--- config.mk ---
export PLATFORM = sky130hd
export DESIGN_NAME = branch_predictor
export DESIGN_NICKNAME = d
export VERILOG_FILES = /design/src/rtl/branch_predictor.sv
export SDC_FILE = /design/constraint.sdc
export NUM_CORES = 2
export LEC_CHECK = 0
export ABC_CLOCK_PERIOD_IN_PS = 75500
export BUFFER_PORTS_ARGS = -buffer_cell sky130_fd_sc_hd__clkbuf_2
export CORE_MARGIN = 3
export CORE_UTILIZATION = 60
export DETAILED_ROUTE_END_ITERATION = 12
export PLACE_DENSITY = 0.79
export SETUP_SLACK_MARGIN = 0.05
export SLEW_MARGIN = 20
export SYNTH_ARGS = -nofsm -noshare
export SYNTH_HDL_FRONTEND = slang
export SYNTH_SLANG_ARGS = --single-unit
--- constraint.sdc ---
create_clock -name clk -period 75.5 [get_ports clk]
set_input_delay 15.1 -clock clk [delete_from_list [all_inputs] [get_ports clk]]
set_output_delay 15.1 -clock clk [all_outputs]
set_load 0.05 [all_outputs]
--- src/rtl/branch_predictor.sv ---
// branch_predictor: fetch-side direction and target prediction.
// A direct-mapped BTB supplies targets; a gshare PHT indexed by PC XOR global
// history supplies conditional directions. Resolved outcomes from AGEX train
// both structures, and two free-running counters track branches/mispredicts.
module branch_predictor #(
  parameter int DBITS       = 32,
  parameter int BTB_ENTRIES = 16,
  parameter int GHR_BITS    = 8
) (
  input  logic                clk,
  input  logic                reset,
  input  logic [DBITS-1:0]    fe_pc,
  output logic                pred_taken,
  output logic [DBITS-1:0]    pred_target,
  output logic [GHR_BITS-1:0] pred_idx,
  input  logic                upd_valid,
  input  logic [DBITS-1:0]    upd_pc,
  input  logic [GHR_BITS-1:0] upd_idx,
  input  logic                upd_is_cond,
  input  logic                upd_taken,
  input  logic [DBITS-1:0]    upd_target,
  input  logic                upd_mispred,
  output logic [31:0]         branch_count,
  output logic [31:0]         mispredict_count
);

  localparam int IB       = $clog2(BTB_ENTRIES);
  localparam int TAGW     = DBITS - IB - 2;
  localparam int PHT_SIZE = 1 << GHR_BITS;

  // BTB storage: one entry per index, replaced on every taken resolution
  logic [BTB_ENTRIES-1:0] r_btbValid;
  logic [BTB_ENTRIES-1:0] r_btbIsCond;
  logic [TAGW-1:0]        r_btbTag    [BTB_ENTRIES];
  logic [DBITS-1:0]       r_btbTarget [BTB_ENTRIES];

  // Direction state: 2-bit saturating counters and non-speculative history
  logic [1:0]          r_pht [PHT_SIZE];
  logic [GHR_BITS-1:0] r_ghr;

  logic [31:0] r_branchCount;
  logic [31:0] r_mispredCount;

  logic [IB-1:0]       w_feBtbIdx;
  logic [TAGW-1:0]     w_feTag;
  logic [GHR_BITS-1:0] w_fePhtIdx;
  logic                w_hit;
  logic                w_dirTaken;
  logic                w_predTaken;
  logic [IB-1:0]       w_updBtbIdx;
  logic [TAGW-1:0]     w_updTag;
  logic                w_unusedPcBits;

  // Word-aligned PCs: the two low bits never participate in indexing or tags
  assign w_unusedPcBits = ^{fe_pc[1:0], upd_pc[1:0]};

  assign w_feBtbIdx  = fe_pc[IB+1:2];
  assign w_feTag     = fe_pc[DBITS-1:IB+2];
  assign w_fePhtIdx  = fe_pc[GHR_BITS+1:2] ^ r_ghr;
  assign w_updBtbIdx = upd_pc[IB+1:2];
  assign w_updTag    = upd_pc[DBITS-1:IB+2];

  // Lookup reads only registered state, so a same-cycle update is never bypassed
  always_comb begin
    w_hit       = r_btbValid[w_feBtbIdx] && (r_btbTag[w_feBtbIdx] == w_feTag);
    w_dirTaken  = r_btbIsCond[w_feBtbIdx] ? r_pht[w_fePhtIdx][1] : 1'b1;
    w_predTaken = w_hit && w_dirTaken;
  end

  assign pred_taken       = w_predTaken;
  assign pred_target      = w_predTaken ? r_btbTarget[w_feBtbIdx] : fe_pc + DBITS'(4);
  assign pred_idx         = w_fePhtIdx;
  assign branch_count     = r_branchCount;
  assign mispredict_count = r_mispredCount;

  // BTB install on taken resolutions; not-taken ones leave the entry alone
  always_ff @(posedge clk or posedge reset) begin
    if (reset) begin
      r_btbValid  <= '0;
      r_btbIsCond <= '0;
      for (int i = 0; i < BTB_ENTRIES; i++) begin
        r_btbTag[i]    <= '0;
        r_btbTarget[i] <= '0;
      end
    end else if (upd_valid && upd_taken) begin
      r_btbValid[w_updBtbIdx]  <= 1'b1;
      r_btbIsCond[w_updBtbIdx] <= upd_is_cond;
      r_btbTag[w_updBtbIdx]    <= w_updTag;
      r_btbTarget[w_updBtbIdx] <= upd_target;
    end
  end

  // PHT training uses the index captured at fetch, saturating at both ends
  always_ff @(posedge clk or posedge reset) begin
    if (reset) begin
      for (int i = 0; i < PHT_SIZE; i++) begin
        r_pht[i] <= 2'b01;
      end
    end else if (upd_valid && upd_is_cond) begin
      if (upd_taken && (r_pht[upd_idx] != 2'b11)) begin
        r_pht[upd_idx] <= r_pht[upd_idx] + 2'b01;
      end else if (!upd_taken && (r_pht[upd_idx] != 2'b00)) begin
        r_pht[upd_idx] <= r_pht[upd_idx] - 2'b01;
      end
    end
  end

  // Global history shifts only on resolved conditional branches
  always_ff @(posedge clk or posedge reset) begin
    if (reset) begin
      r_ghr <= '0;
    end else if (upd_valid && upd_is_cond) begin
      r_ghr <= {r_ghr[GHR_BITS-2:0], upd_taken};
    end
  end

  // Debug counters, free-running and wrapping
  always_ff @(posedge clk or posedge reset) begin
    if (reset) begin
      r_branchCount  <= '0;
      r_mispredCount <= '0;
    end else if (upd_valid) begin
      r_branchCount <= r_branchCount + 32'd1;
      if (upd_mispred) begin
        r_mispredCount <= r_mispredCount + 32'd1;
      end
    end
  end

endmodule

== Word-level counts from Yosys, hierarchy flattened ==
Cells that the tools add are included.

* Bits in registers: 1,544
* Input bits: 110
* Output and inout bits: 105
* Logic and storage cells: 362

* Add/sub/neg operators: 5
* Order comparisons: 9
* Eq/ne operators: 2
* Muxes and demuxes: 33
* Bitwise logic cells: 6
* Reductions and logical operators: 14

{| class="wikitable"
|+ Operator list
! kind !! number
|-
| 512-bit bitwise mux || 3
|-
| 512-bit 2-to-1 mux || 2
|-
| 416-bit bitwise mux || 1
|-
| 32-bit binary-select mux with 4-bit select || 1
|-
| 32-bit demux with 4-bit select || 1
|-
| 32-bit 2-to-1 mux || 4
|-
| 26-bit binary-select mux with 4-bit select || 1
|-
| 26-bit demux with 4-bit select || 1
|-
| 26-bit 2-to-1 mux || 3
|-
| 32-bit by 1-bit adder with 32-bit output (second input constant) || 2
|-
| 32-bit by 3-bit adder with 32-bit output (second input constant) || 1
|-
| 2-bit binary-select mux with 8-bit select || 2
|-
| 26-bit equality test || 1
|-
| 9-bit >= comparator (second input constant) || 2
|-
| 8-bit NOT with 9-bit output || 2
|-
| 16-bit bitwise mux || 1
|-
| 2-bit demux with 8-bit select || 1
|-
| 16-bit OR || 1
|-
| 5-bit >= comparator (second input constant) || 2
|-
| 4-bit by 5-bit less-than comparator with 1-bit output (second input constant) || 2
|-
| 2-bit 2-to-1 mux || 5
|-
| 4-bit NOT with 5-bit output || 2
|-
| 1-bit logical AND || 9
|-
| 9-bit by 1-bit less-than comparator with 1-bit output (second input constant) || 1
|-
| 12 further kinds || 18
|}

== Longest topological paths before layout ==
* Word-level depth: 8
* Gate-level depth with buffers: 23
* Depth with buffers taken out: 17

== Worst setup path after synthesis ==
Ideal clock, no wire load.

* Path kind: input -> output
* Start point: in fe_pc[5]
* End point: out pred_taken
* Data arrival time: 18,948 ps
* Data required time: 60,400 ps
* Setup slack: 41,452 ps
* Cell stages on the path: 11
* Cells stage by stage: clkbuf_1 > xnor2_1 > inv_1 > clkbuf_1 > clkbuf_1 > nand3_1 > nand3_1 > o21ai_0 > a221oi_1 > nor2_1 > nor4bb_1

* Word-level cells in the longest chain between the ends: 7
* Elaborated cells between the ends (all ways): 17
* Classes of those cells: eq/ne (1); mux (11); bitwise (3); reduce/logical (2)

{| class="wikitable"
|+ RTL lines
! item !! line !! text
|-
| start: declaration || 12 || <nowiki>input logic [DBITS-1:0] fe_pc,</nowiki>
|-
| 8-bit XOR || 59 || <nowiki>assign w_fePhtIdx = fe_pc[GHR_BITS+1:2] ^ r_ghr;</nowiki>
|-
| named net pred_idx[3] || 15 || <nowiki>output logic [GHR_BITS-1:0] pred_idx,</nowiki>
|-
| 8-bit NOT with 9-bit output (implied by the code) || 66 || <nowiki>w_dirTaken = r_btbIsCond[w_feBtbIdx] ? r_pht[w_fePhtIdx][1] : 1'b1;</nowiki>
|-
| 2-bit binary-select mux with 8-bit select || 66 ||
|-
| 2-bit 2-to-1 mux (implied by the code) (2 in a row) || 66 ||
|-
| 1-bit 2-to-1 mux || 66 ||
|-
| 1-bit logical AND || 67 || <nowiki>w_predTaken = w_hit && w_dirTaken;</nowiki>
|-
| end: declaration || 13 || <nowiki>output logic pred_taken,</nowiki>
|}

The timed path passes the listed nets, and every way through them passes these cells. The select of a mux whose other input is x is not followed.

== Final worst setup path ==
* Start point: in fe_pc[3]
* End point: out pred_target[0]

* Word-level cells in the longest chain between the ends: 8
* Elaborated cells between the ends (all ways): 21
* Classes of those cells: eq/ne (1); mux (15); bitwise (3); reduce/logical (2)

{| class="wikitable"
|+ RTL lines
! item !! line !! text
|-
| 8-bit XOR or 4-bit NOT with 5-bit output (tied branches) || 59, 65, 71 ||
|-
| 8-bit NOT with 9-bit output (implied by the code) or 26-bit binary-select mux with 4-bit select (tied branches) || 66, 65 ||
|-
| 2-bit binary-select mux with 8-bit select or 26-bit 2-to-1 mux (tied branches) || 66, 65 ||
|-
| 2-bit 2-to-1 mux (implied by the code) or 26-bit 2-to-1 mux (tied branches) || 66, 65 ||
|-
| 2-bit 2-to-1 mux (implied by the code) or 26-bit equality test (tied branches) || 66, 65 ||
|-
| 1-bit 2-to-1 mux or 1-bit logical AND (tied branches) || 66, 65 ||
|-
| 1-bit logical AND || 67 ||
|-
| 32-bit 2-to-1 mux * || 71 || <nowiki>assign pred_target = w_predTaken ? r_btbTarget[w_feBtbIdx] : fe_pc + DBITS'(4);</nowiki>
|-
| end: declaration || 14 || <nowiki>output logic [DBITS-1:0] pred_target,</nowiki>
|}

Every way passes the cells marked *; elsewhere a longest branch is shown, timed or not. The select of a mux whose other input is x is not followed.

==> metrics.md <==
| Metric | Value |
|---|---|
| Status | complete, no violations |
| DRC Markers | 0 |
| Clock root buffer | clkbuf_16 |
| Congestion Overflow GR | 0 |
| Share of cells above drive strength 1 | 49.8% |
| Vias in the first global route | 47900 |
| Tot Pwr | around 2200 uW |
| Clk_lat worst skew | 0.81 ns |
| Tightest Pin Transition | 1.17 ns |
| Initial antenna violation count | 15 |
| CTS Sinks | about 1500 |
| Synth cell types | 65 |
| Period utilisation layout | a little under half |
| Syn avg cell area | 14.4 sq um |
| GRT Total Usage | 30.5% |
| Critical Path Fanout Max | 62 |
| DR WL/cell | ~27 um |
| Fin nets | between 5000 and 6000 |
| RSZ-0062 raised after global routing | no |
| Asr flop ratio synth | 100% |
| Setup TNS | 0 ns |
| Post-synthesis sequential area ratio | a little over half |
| CTS tree | built |
| ANT nets after route | 0 |
| FP Rows | roughly 130 |
| Worst path max stage delay | between 0.6 and 0.7 ns |
| Crit-path cells | buf_8 > xnor2_2 > inv_2 > buf_4 > buf_4 > mux4_2 > mux4_2 > nand4_1 > nand3_1 > a221o_1 > o2111ai_4 > buf_4 > mux2_2 > clkbuf_2 |
| Slowest library cell on the worst path | buf_4 |
| Post-synth EDFFs | 0 |
| Syn_nets | ~5200 |
| CTS H-Tree Depth | 4 |
| Vias per Instance | roughly 6.6 |
| CTS Hold Bufs | 0 |
| Hold path endpoint | r_btbValid[4]$_DFFE_PP0P_ |
| YS warnings | 0 |
| Peak VDD IR | around 0.029 mV |
| Clock Pin Slew Worst Setup and Hold Paths | 0.06 ns |
| PortBufs | around 210 |
| Power per cell area | roughly 27 nW/um^2 |
| Final hold viol count | 0 |
| CTS buffer count | between 150 and 200 |
| CP required | 60.40 ns |
| CP startpoint kind | input pin |
| Largest cells by area after synthesis | dfrtp_1 (44%), mux2_2 (19%), mux4_2 (15%) |
| Die footprint | between 100000 and 150000 sq um |
| Max clock buf depth | 3 |
| Biggest area consumer among synthesized cells | dfrtp_1 |
| Yosys reg bits | 1544 |
| Max-slew violations | 0 |
| Gp weighted congestion | slightly below 0.9 |
| First-pass GRT wire length | 295000 um |
| Slew margin rel. | between 20 and 25% |
| Worst R2R Path Depth | 13 |
| # resized after CTS | 0 |
| Leakage | 0.0354 uW |
| CP delay by family, top | buffers and inverters |
| Drt total wl | about 190000 um |
| Layout area overhead | 10.7% |
| First-pass detailed-route iteration total | 6 |
| Max-capacitance violation count | 0 |
| Via Count | ~46000 |
| Setup Fix Bufs, Post-CTS | 0 |
| Worst hold-check path type | reg2reg |
| FF-to-FF End | r_pht[461]$_DFFE_PP0P_ |
| Cell repeated most along the worst path | buf_4 |
| Final setup violation count | 0 |
| Setup slack, reg-to-reg | 69.47 ns |
| Worst Hold Path Cells | 1 |
| Die Span Y | approximately 360 um |
| Fillers | slightly above 8000 |
| I/O pin count | 215 |
| Final Skew | 0.0382 ns |
| Crit. End Element | primary output |
| Period minus WS final | about 36 ns |
| Fmax | 28.1 MHz |
| Buf/Inv on CP | 6 |
| Pin count of the biggest net entering global routing | 197 |
| HPWL after DPL | approximately 110000 um |
| Cell count after synthesis | approximately 5100 |
| Post-Syn Area | between 70000 and 80000 sq um |
| Initial DRC Count | between 4000 and 5000 |
| DIE WIDTH | between 300 and 400 um |
| Worst EP arrival | between 20 and 25 ns |
| Hold path startpoint | r_btbValid[4]$_DFFE_PP0P_ |
| Core area | approximately 120000 sq um |
| Most used flip-flop cell after synthesis | dfrtp_1 |
| Share of the synthesized area in the top cell type | between 40 and 50% |
| WS Path Type | in2out |
| Initial core utilization | between 60% and 70% |
## synth_stat cells, drive strengths merged (17+ instances only)
cell / n
xor2: 45
dfrtp: 1288
buf: 121
nand2: 441
nand4: 31
dfstp: 256
mux2: 1286
o21ai: 232
clkbuf: 276
mux4: 495
mux2i: 58
nand3: 50
nand2b: 23
nor3: 23
xnor2: 81
and3: 17
inv: 23
nor2: 227
## logic make-up after synthesis
group	share of synthesized area [%]
adder cells (fa/ha/maj)	0.0848
buffers and inverters	2.38
flip-flops	52.8
XOR/XNOR	1.52
multiplexers	35.7
AO/OA/AOI/OAI	2.53
AND/OR/NAND/NOR	5.02
## cell type report
| type | instances | area, sq um | area share, % |
|---|---|---|---|
| clock buffer | 228 | 4680 | 5.73 |
| antenna | 14 | 35.0 | 0.0429 |
| sequential | 1544 | 39000 | 47.7 |
| multi-input combinational | 3156 | 33200 | 40.7 |
| timing repair buffer | 296 | 1820 | 2.22 |
| tap | 1625 | 2030 | 2.49 |
| inverter | 23 | 96.3 | 0.118 |
| clock inverter | 61 | 793 | 0.971 |
## cell usage in the layout, fill, tap and decap left out, types with 15 or more instances in the layout
master and n:
and3_1 17, buf_4 78, clkbuf_1 29, clkbuf_16 163, clkbuf_2 206, clkbuf_8 36, clkinv_2 29, dfrtp_1 1288
dfstp_2 256, inv_1 15, mux2_2 1259, mux2_4 27, mux2i_1 58, mux4_2 495, nand2_1 440, nand2b_1 20
nand3_1 46, nand4_1 31, nor2_1 216, nor3_1 22, o21ai_0 232, xnor2_1 78, xor2_1 44
## metal layers
layer / GRT usage, % / wire length, um / vias up
li1: - / - / 19000
met1: 40.1 / 74500 / 24300
met2: 50.3 / 95000 / 1735
met3: 6.29 / 14300 / 448
met4: 11.9 / 7240 / 6
met5: 0 / 37 / -
## where the power goes
part           internal, uW  leakage, uW  switching (uW)
Clock                   474      0.00270             343
Combinational           177       0.0133             186
Sequential              943       0.0194            61.2
Total                  1590       0.0354             591
## through the flow
step                      cells  cell area (sq um)  worst slack, ns  utilization, %  hold slack [ns]
after global placement     6642              76100            40.02            62.4            0.444
after floorplan            5120              73800            17.26               -            0.429
final                      6947              81700            39.95            67.0            0.465
after CTS                  6931              81600            40.02            66.9            0.468
after global routing       6938              81600            39.75            67.0            0.482
after detailed placement   6642              76100            40.03            62.4            0.448
## how the worst max path moves through the flow
| stage | end | slack, ns | startpoint | depth (start not counted) |
|---|---|---|---|---|
| 3_3_place_gp | pred_target[8] | 40.02 | fe_pc[3] | 14 |
| 4_1_cts | pred_target[0] | 40.02 | fe_pc[3] | 14 |
| 6_report | pred_target[0] | 39.95 | fe_pc[3] | 14 |
| 2_1_floorplan | branch_count[0]$_DFFE_PP0P_ | 17.26 | reset | 1 |
| 5_1_grt | pred_target[8] | 39.75 | fe_pc[2] | 13 |
| 3_5_place_dp | pred_target[0] | 40.03 | fe_pc[3] | 14 |
Note: power is estimated with default switching activity, not from simulation.
